[src/rtl/wave_display_reader_if.sv]
// rtl/wave_display_reader_if.sv - pixel stream, sample RAM read port and colour output bundle
//
// Purpose: groups the signals between the waveform display reader and its
// surroundings (VGA timing, sample RAM, colour output, capture handshake).
// Ports (all carried as interface signals):
//   x[10:0], y[9:0], valid     current pixel position and visibility
//   read_index                 RAM half owned by the display
//   read_address[8:0]          RAM read address {half, sample index}
//   read_value[7:0]            RAM data for the registered read_address
//   valid_pixel, r, g, b       delayed pixel valid and colour
//   wave_display_idle          display not scanning the window
// Modports: master = environment side, slave = reader side.
interface wave_display_reader_if;
    logic [10:0] x;
    logic [9:0]  y;
    logic        valid;
    logic        read_index;
    logic [8:0]  read_address;
    logic [7:0]  read_value;
    logic        valid_pixel;
    logic [7:0]  r;
    logic [7:0]  g;
    logic [7:0]  b;
    logic        wave_display_idle;

    modport master (
        output x, y, valid, read_index, read_value,
        input  read_address, valid_pixel, r, g, b, wave_display_idle
    );

    modport slave (
        input  x, y, valid, read_index, read_value,
        output read_address, valid_pixel, r, g, b, wave_display_idle
    );
endinterface

[src/rtl/wave_display_reader.sv]
// rtl/wave_display_reader.sv - read side of the double-buffered waveform RAM, draws the trace
//
// Purpose: scans the display-owned half of the sample RAM in step with the
// pixel stream and colours a 512x256 trace window; reports idle between frames
// so the capture side can swap halves without tearing.
// Ports:
//   clk    system clock
//   reset  synchronous reset, active-high
//   bus    wave_display_reader_if.slave (pixel in, RAM port, colour out, idle)
// Pipeline: stage 0 registers address/window/row/index, stage 1 compares the
// sample against the row and registers colour; two cycles pixel to colour.
module wave_display_reader #(
    parameter int X_START = 64,
    parameter int Y_START = 32
) (
    input  logic                        clk,
    input  logic                        reset,
    wave_display_reader_if.slave        bus
);
    localparam logic [11:0] X_LO  = 12'(X_START);
    localparam logic [11:0] X_HI  = 12'(X_START + 512);
    localparam logic [10:0] Y_LO  = 11'(Y_START);
    localparam logic [10:0] Y_HI  = 11'(Y_START + 256);
    localparam logic [9:0]  Y_TOP = 10'(Y_START + 255);

    localparam logic [0:0] S_IDLE   = 1'b0;
    localparam logic [0:0] S_ACTIVE = 1'b1;

    logic [0:0] state;
    logic       idx_q;
    logic [9:0] y_last;
    logic       row_seen;

    // stage 0 registers
    logic       win_q;
    logic       valid_q;
    logic       first_q;
    logic [7:0] k_q;
    logic [7:0] row_q;

    // per-row trace history: the sample currently being drawn and the one before it
    logic [7:0] last_k;
    logic [7:0] last_val;
    logic [7:0] prev_val;

    // stage 0 combinational
    logic       in_win;
    logic [7:0] k;
    logic [7:0] row;
    logic       entry;
    logic       idx_sel;
    logic       row_change;
    logic       first;

    always_comb begin
        in_win     = bus.valid
                     && ({1'b0, bus.x} >= X_LO) && ({1'b0, bus.x} < X_HI)
                     && ({1'b0, bus.y} >= Y_LO) && ({1'b0, bus.y} < Y_HI);
        k          = 8'((bus.x - X_LO[10:0]) >> 1);
        row        = 8'(Y_TOP - bus.y);
        entry      = (state == S_IDLE) && bus.valid && (bus.y == Y_LO[9:0]);
        // the entry pixel must already address the newly owned half
        idx_sel    = entry ? bus.read_index : idx_q;
        row_change = (bus.y != y_last);
        first      = (k == 8'd0) || !row_seen || row_change;
    end

    // stage 1 combinational
    logic [7:0] cur;
    logic [7:0] prv;
    logic [7:0] lo;
    logic [7:0] hi;
    logic       lit;

    always_comb begin
        cur = bus.read_value;
        if (first_q) begin
            prv = cur;
        end else if (k_q == last_k) begin
            // second column of the same sample: keep the neighbour, not itself
            prv = prev_val;
        end else begin
            prv = last_val;
        end
        lo  = (prv < cur) ? prv : cur;
        hi  = (prv < cur) ? cur : prv;
        lit = (row_q >= lo) && (row_q <= hi);
    end

    always_ff @(posedge clk) begin
        if (reset) begin
            state            <= S_IDLE;
            idx_q            <= 1'b0;
            y_last           <= '0;
            row_seen         <= 1'b0;
            bus.read_address <= '0;
            win_q            <= 1'b0;
            valid_q          <= 1'b0;
            first_q          <= 1'b0;
            k_q              <= '0;
            row_q            <= '0;
            last_k           <= '0;
            last_val         <= '0;
            prev_val         <= '0;
            bus.valid_pixel  <= 1'b0;
            bus.r            <= '0;
            bus.g            <= '0;
            bus.b            <= '0;
        end else begin
            case (state)
                S_IDLE: begin
                    if (entry) begin
                        state <= S_ACTIVE;
                        idx_q <= bus.read_index;
                    end
                end
                default: begin
                    if ((bus.valid && ({1'b0, bus.y} >= Y_HI)) || ({1'b0, bus.y} < Y_LO)) begin
                        state <= S_IDLE;
                    end
                end
            endcase

            y_last   <= bus.y;
            row_seen <= (row_change ? 1'b0 : row_seen) | in_win;

            if (in_win) begin
                bus.read_address <= {idx_sel, k};
            end
            win_q   <= in_win;
            valid_q <= bus.valid;
            first_q <= first;
            k_q     <= k;
            row_q   <= row;

            if (win_q && (first_q || (k_q != last_k))) begin
                prev_val <= first_q ? cur : last_val;
                last_val <= cur;
                last_k   <= k_q;
            end

            bus.valid_pixel <= valid_q;
            bus.r <= (win_q && lit) ? 8'hFF : 8'h00;
            bus.g <= (win_q && lit) ? 8'hFF : 8'h00;
            bus.b <= win_q ? (lit ? 8'hFF : 8'h40) : 8'h00;
        end
    end

    assign bus.wave_display_idle = (state == S_IDLE);
endmodule

[src/flat_wrapper.sv]
// flat-port wrapper written by rule: the top's interface ports become plain ports
module wave_display_reader_flat 
#(
    parameter int X_START = 64,
    parameter int Y_START = 32
)
  (clk, reset, bus_x, bus_y, bus_valid, bus_read_index, bus_read_value, bus_read_address, bus_valid_pixel, bus_r, bus_g, bus_b, bus_wave_display_idle);
  wave_display_reader_if bus_i ();
  input  logic clk;
  input  logic reset;
  input wire logic [$bits(bus_i.x)-1:0] bus_x;
  input wire logic [$bits(bus_i.y)-1:0] bus_y;
  input wire logic [$bits(bus_i.valid)-1:0] bus_valid;
  input wire logic [$bits(bus_i.read_index)-1:0] bus_read_index;
  input wire logic [$bits(bus_i.read_value)-1:0] bus_read_value;
  output wire logic [$bits(bus_i.read_address)-1:0] bus_read_address;
  output wire logic [$bits(bus_i.valid_pixel)-1:0] bus_valid_pixel;
  output wire logic [$bits(bus_i.r)-1:0] bus_r;
  output wire logic [$bits(bus_i.g)-1:0] bus_g;
  output wire logic [$bits(bus_i.b)-1:0] bus_b;
  output wire logic [$bits(bus_i.wave_display_idle)-1:0] bus_wave_display_idle;
  assign bus_i.x = bus_x;
  assign bus_i.y = bus_y;
  assign bus_i.valid = bus_valid;
  assign bus_i.read_index = bus_read_index;
  assign bus_i.read_value = bus_read_value;
  assign bus_read_address = bus_i.read_address;
  assign bus_valid_pixel = bus_i.valid_pixel;
  assign bus_r = bus_i.r;
  assign bus_g = bus_i.g;
  assign bus_b = bus_i.b;
  assign bus_wave_display_idle = bus_i.wave_display_idle;
  wave_display_reader #(.X_START(X_START), .Y_START(Y_START)) u_core (.clk(clk), .reset(reset), .bus(bus_i));
endmodule
[config.mk]
export PLATFORM = sky130hd
export DESIGN_NAME = wave_display_reader_flat
export DESIGN_NICKNAME = d
export VERILOG_FILES = /design/src/rtl/wave_display_reader_if.sv /design/src/rtl/wave_display_reader.sv /design/src/flat_wrapper.sv
export SDC_FILE = /design/constraint.sdc
export NUM_CORES = 1
export LEC_CHECK = 0
export ABC_AREA = 1
export CAP_MARGIN = 20
export CELL_PAD_IN_SITES_DETAIL_PLACEMENT = 1
export CELL_PAD_IN_SITES_GLOBAL_PLACEMENT = 1
export CORE_MARGIN = 2
export CORE_UTILIZATION = 39
export CTS_BUF_LIST = sky130_fd_sc_hd__clkbuf_8
export DETAILED_ROUTE_END_ITERATION = 8
export PLACE_DENSITY = 0.79
export REMOVE_ABC_BUFFERS = 1
export SETUP_SLACK_MARGIN = 0.1
export SLEW_MARGIN = 30
export SYNTH_ARGS = -nofsm -noshare
export SYNTH_HDL_FRONTEND = slang
export SYNTH_SLANG_ARGS = --single-unit
[constraint.sdc]
create_clock -name clk -period 4.51 [get_ports clk]
set_clock_uncertainty 0.15 [all_clocks]
set_input_delay 0.451 -clock clk [delete_from_list [all_inputs] [get_ports clk]]
set_output_delay 0.451 -clock clk [all_outputs]
set_load 0.05 [all_outputs]
==> results.tsv <==
metric	value	unit
Post-CTS Setup Inserts	0	
synthesized area per cell	7.30	um^2
GR Overflow Total	0	
most common cell after layout, fill and taps aside	nand2_1	
IO buf count	67	
RSZ-0062 raised after global routing	false	
post_cts resized	0	
worst setup path startpoint	u_core.last_k[0]$_SDFFE_PP0P_	
Least-Margin Pin Slew	0.889	ns
H-tree depth	3	
cells after synthesis	492	
commonest cells after routing, fill and taps aside	nand2_1, dfxtp_1, clkdlybuf4s50_1, nor2_1	
MaxCap Viol Count	0	
count of boundary I/O pins	68	
Final period util	0.874	
max-slew violation count	0	
layout cells sized above 1	0.0538	
FF+latch area	1360	um^2
post-route cell area	4360	um^2
initial antenna violation count	0	
clock root cell	clkbuf_8	
die width	100	um
vias in the first global route	3425	
Worst Path Max Fanout	16	
outcome	finished, final reports clean	
fin cells	650	
post-synthesis sequential area ratio	0.379	
met3 usage	0.0432	
CP Launch Type	flop	
Final Hold Viols	0	
Longest Clk Path Bufs	2	
crit end category	flop	
count of state elements after synthesis	68	
WL per Instance	14.4	um
drt via density	5.11	
CP peak stage delay	0.32	ns
CTS tree	built	
Worst-path clk slew	0.08	ns
Hold Startpoint	u_core.valid_q$_SDFF_PP0_	
DIE HEIGHT	100	um
worst relative slew slack	0.403	
Final Util	0.478	
placed cell area	4180	um^2
Lkg Pwr	1.98	nW
worst hold path type	reg -> reg	
Antenna Nets Post-Route	0	
Starting Density	0.395	
die footprint	10000	um^2
synth warn	0	
WL final	9370	um
Final Power	0.00135	W
Total GRT Usage	0.193	
Worst EP required	4.58	ns
synth unique cells	33	
grt met1 use	0.244	
Fill cells	1151	
# rows	35	
first-pass GRT wire length	15600	um
via count	3321	
1st-pass router iterations	4	
Final Critical Period	3.94	ns
DR iter-0 viols	123	
maximum clock rate	254	MHz
post-DP HPWL	6950	um
most frequent CP cell	nand2_1	
CTS buffer count	9	
# DRC	0	
multi-input combinational cell area	1780	um^2
RePlAce Congestion	0.837	
placed cell count	634	
CP max-delay cell	dfxtp_1	
maximum vdd drop	153	uV
PD cells	310	nW/um^2
final setup violation count	0	
mapped cell area	3590	um^2
Clock Latency Late Sink	0.34	ns
synthesis-to-layout area growth	21.2	%
Critical Path AT	4.02	ns
Post-CTS Hold Buffers	0	
largest net degree at the start of global routing	36	
Sink Count	68	
busiest grt layer	met2	
critical path class	reg -> reg	
Core ar.	9110	um^2
Final nets	594	
RR Startpoint	u_core.last_k[0]$_SDFFE_PP0P_	
antenna diode count	0	
met2 usage	0.322	
hold_ws	0.265	ns
[critical path: cells and delay by family (launching register included)]
kind                       cells  cell delay, ns
adders and majority gates      2            0.52
AOI/OAI and AO/OA             10            1.37
buffers and inverters          4            0.52
and+or+nand+nor               10            0.92
DFF                            1            0.32
[stage by stage]
stage          setup slack [ns]  setup TNS (ns)
2_1_floorplan             -1.51          -24.15
3_3_place_gp              0.699               0
3_5_place_dp              0.583               0
4_1_cts                   0.530               0
5_1_grt                   0.100               0
6_report                  0.568               0
[final cells by class]
type / instances / share of cell area
clock inverter: 7 / 0.0118
clock buffer: 9 / 0.0284
tap: 111 / 0.0319
inverter: 58 / 0.0500
timing repair buffer: 69 / 0.157
multi-input combinational: 328 / 0.408
sequential: 68 / 0.313
[where the power goes]
group / switching [W] / internal [W]
logic: 0.000158 / 0.000107
registers: 0.0000146 / 0.000621
clock network: 0.000251 / 0.000201
[per-layer routing]
| metal | part of all wire | wire length [um] |
|---|---|---|
| met1 | 0.48 | 4490 |
| met2 | 0.47 | 4400 |
| met3 | 0.029 | 271 |
| met4 | 0.022 | 207 |
| met5 | 0 | 0 |
[Yosys cell counts (all sizes together)]
library cell | n | area, um^2
dfxtp | 68 | 1360
a21o | 1 | 7.51
nand4 | 5 | 31.3
inv | 58 | 218
a21oi | 34 | 170
xor2 | 3 | 26.3
nor3 | 1 | 5.00
a31oi | 8 | 50.1
o21ai | 56 | 280
ha | 27 | 338
a21boi | 1 | 7.51
xnor2 | 7 | 61.3
nand2 | 90 | 365
or2 | 1 | 6.26
nand3 | 21 | 105
o22ai | 1 | 6.26
clkbuf | 11 | 41.3
nor2 | 63 | 241
a211oi | 2 | 20.0
o211ai | 2 | 15.0
nor4 | 3 | 25.0
or4 | 1 | 7.51
o21a | 1 | 7.51
buf | 27 | 196
[registers in the layout (all words and copies together) (netlist names), 2 cells and up]
signal                   flops
u_core.bus.read_address      9
u_core.k_q                   8
u_core.last_val              8
u_core.row_q                 8
u_core.last_k                8
u_core.bus.b                 2
u_core.y_last                9
u_core.prev_val              8
[cells by family after synthesis]
logic type | share of synthesized area
flops | 0.379
xor+xnor | 0.0244
buf+inv | 0.127
fa+ha+maj | 0.0940
simple gates | 0.219
compound gates | 0.157
[path summary, 6_finish.rpt]
check                                                    endpoint  slack (ns)  depth (start not counted)
worst min-delay path            u_core.bus.valid_pixel$_SDFF_PP0_        0.27                          2
worst min register to register  u_core.bus.valid_pixel$_SDFF_PP0_        0.27                          2
worst max-delay path                   u_core.bus.r[6]$_SDFF_PP0_        0.57                         26
worst max register to register         u_core.bus.r[6]$_SDFF_PP0_        0.57                         26
Note: power is estimated with default switching activity, not from simulation.
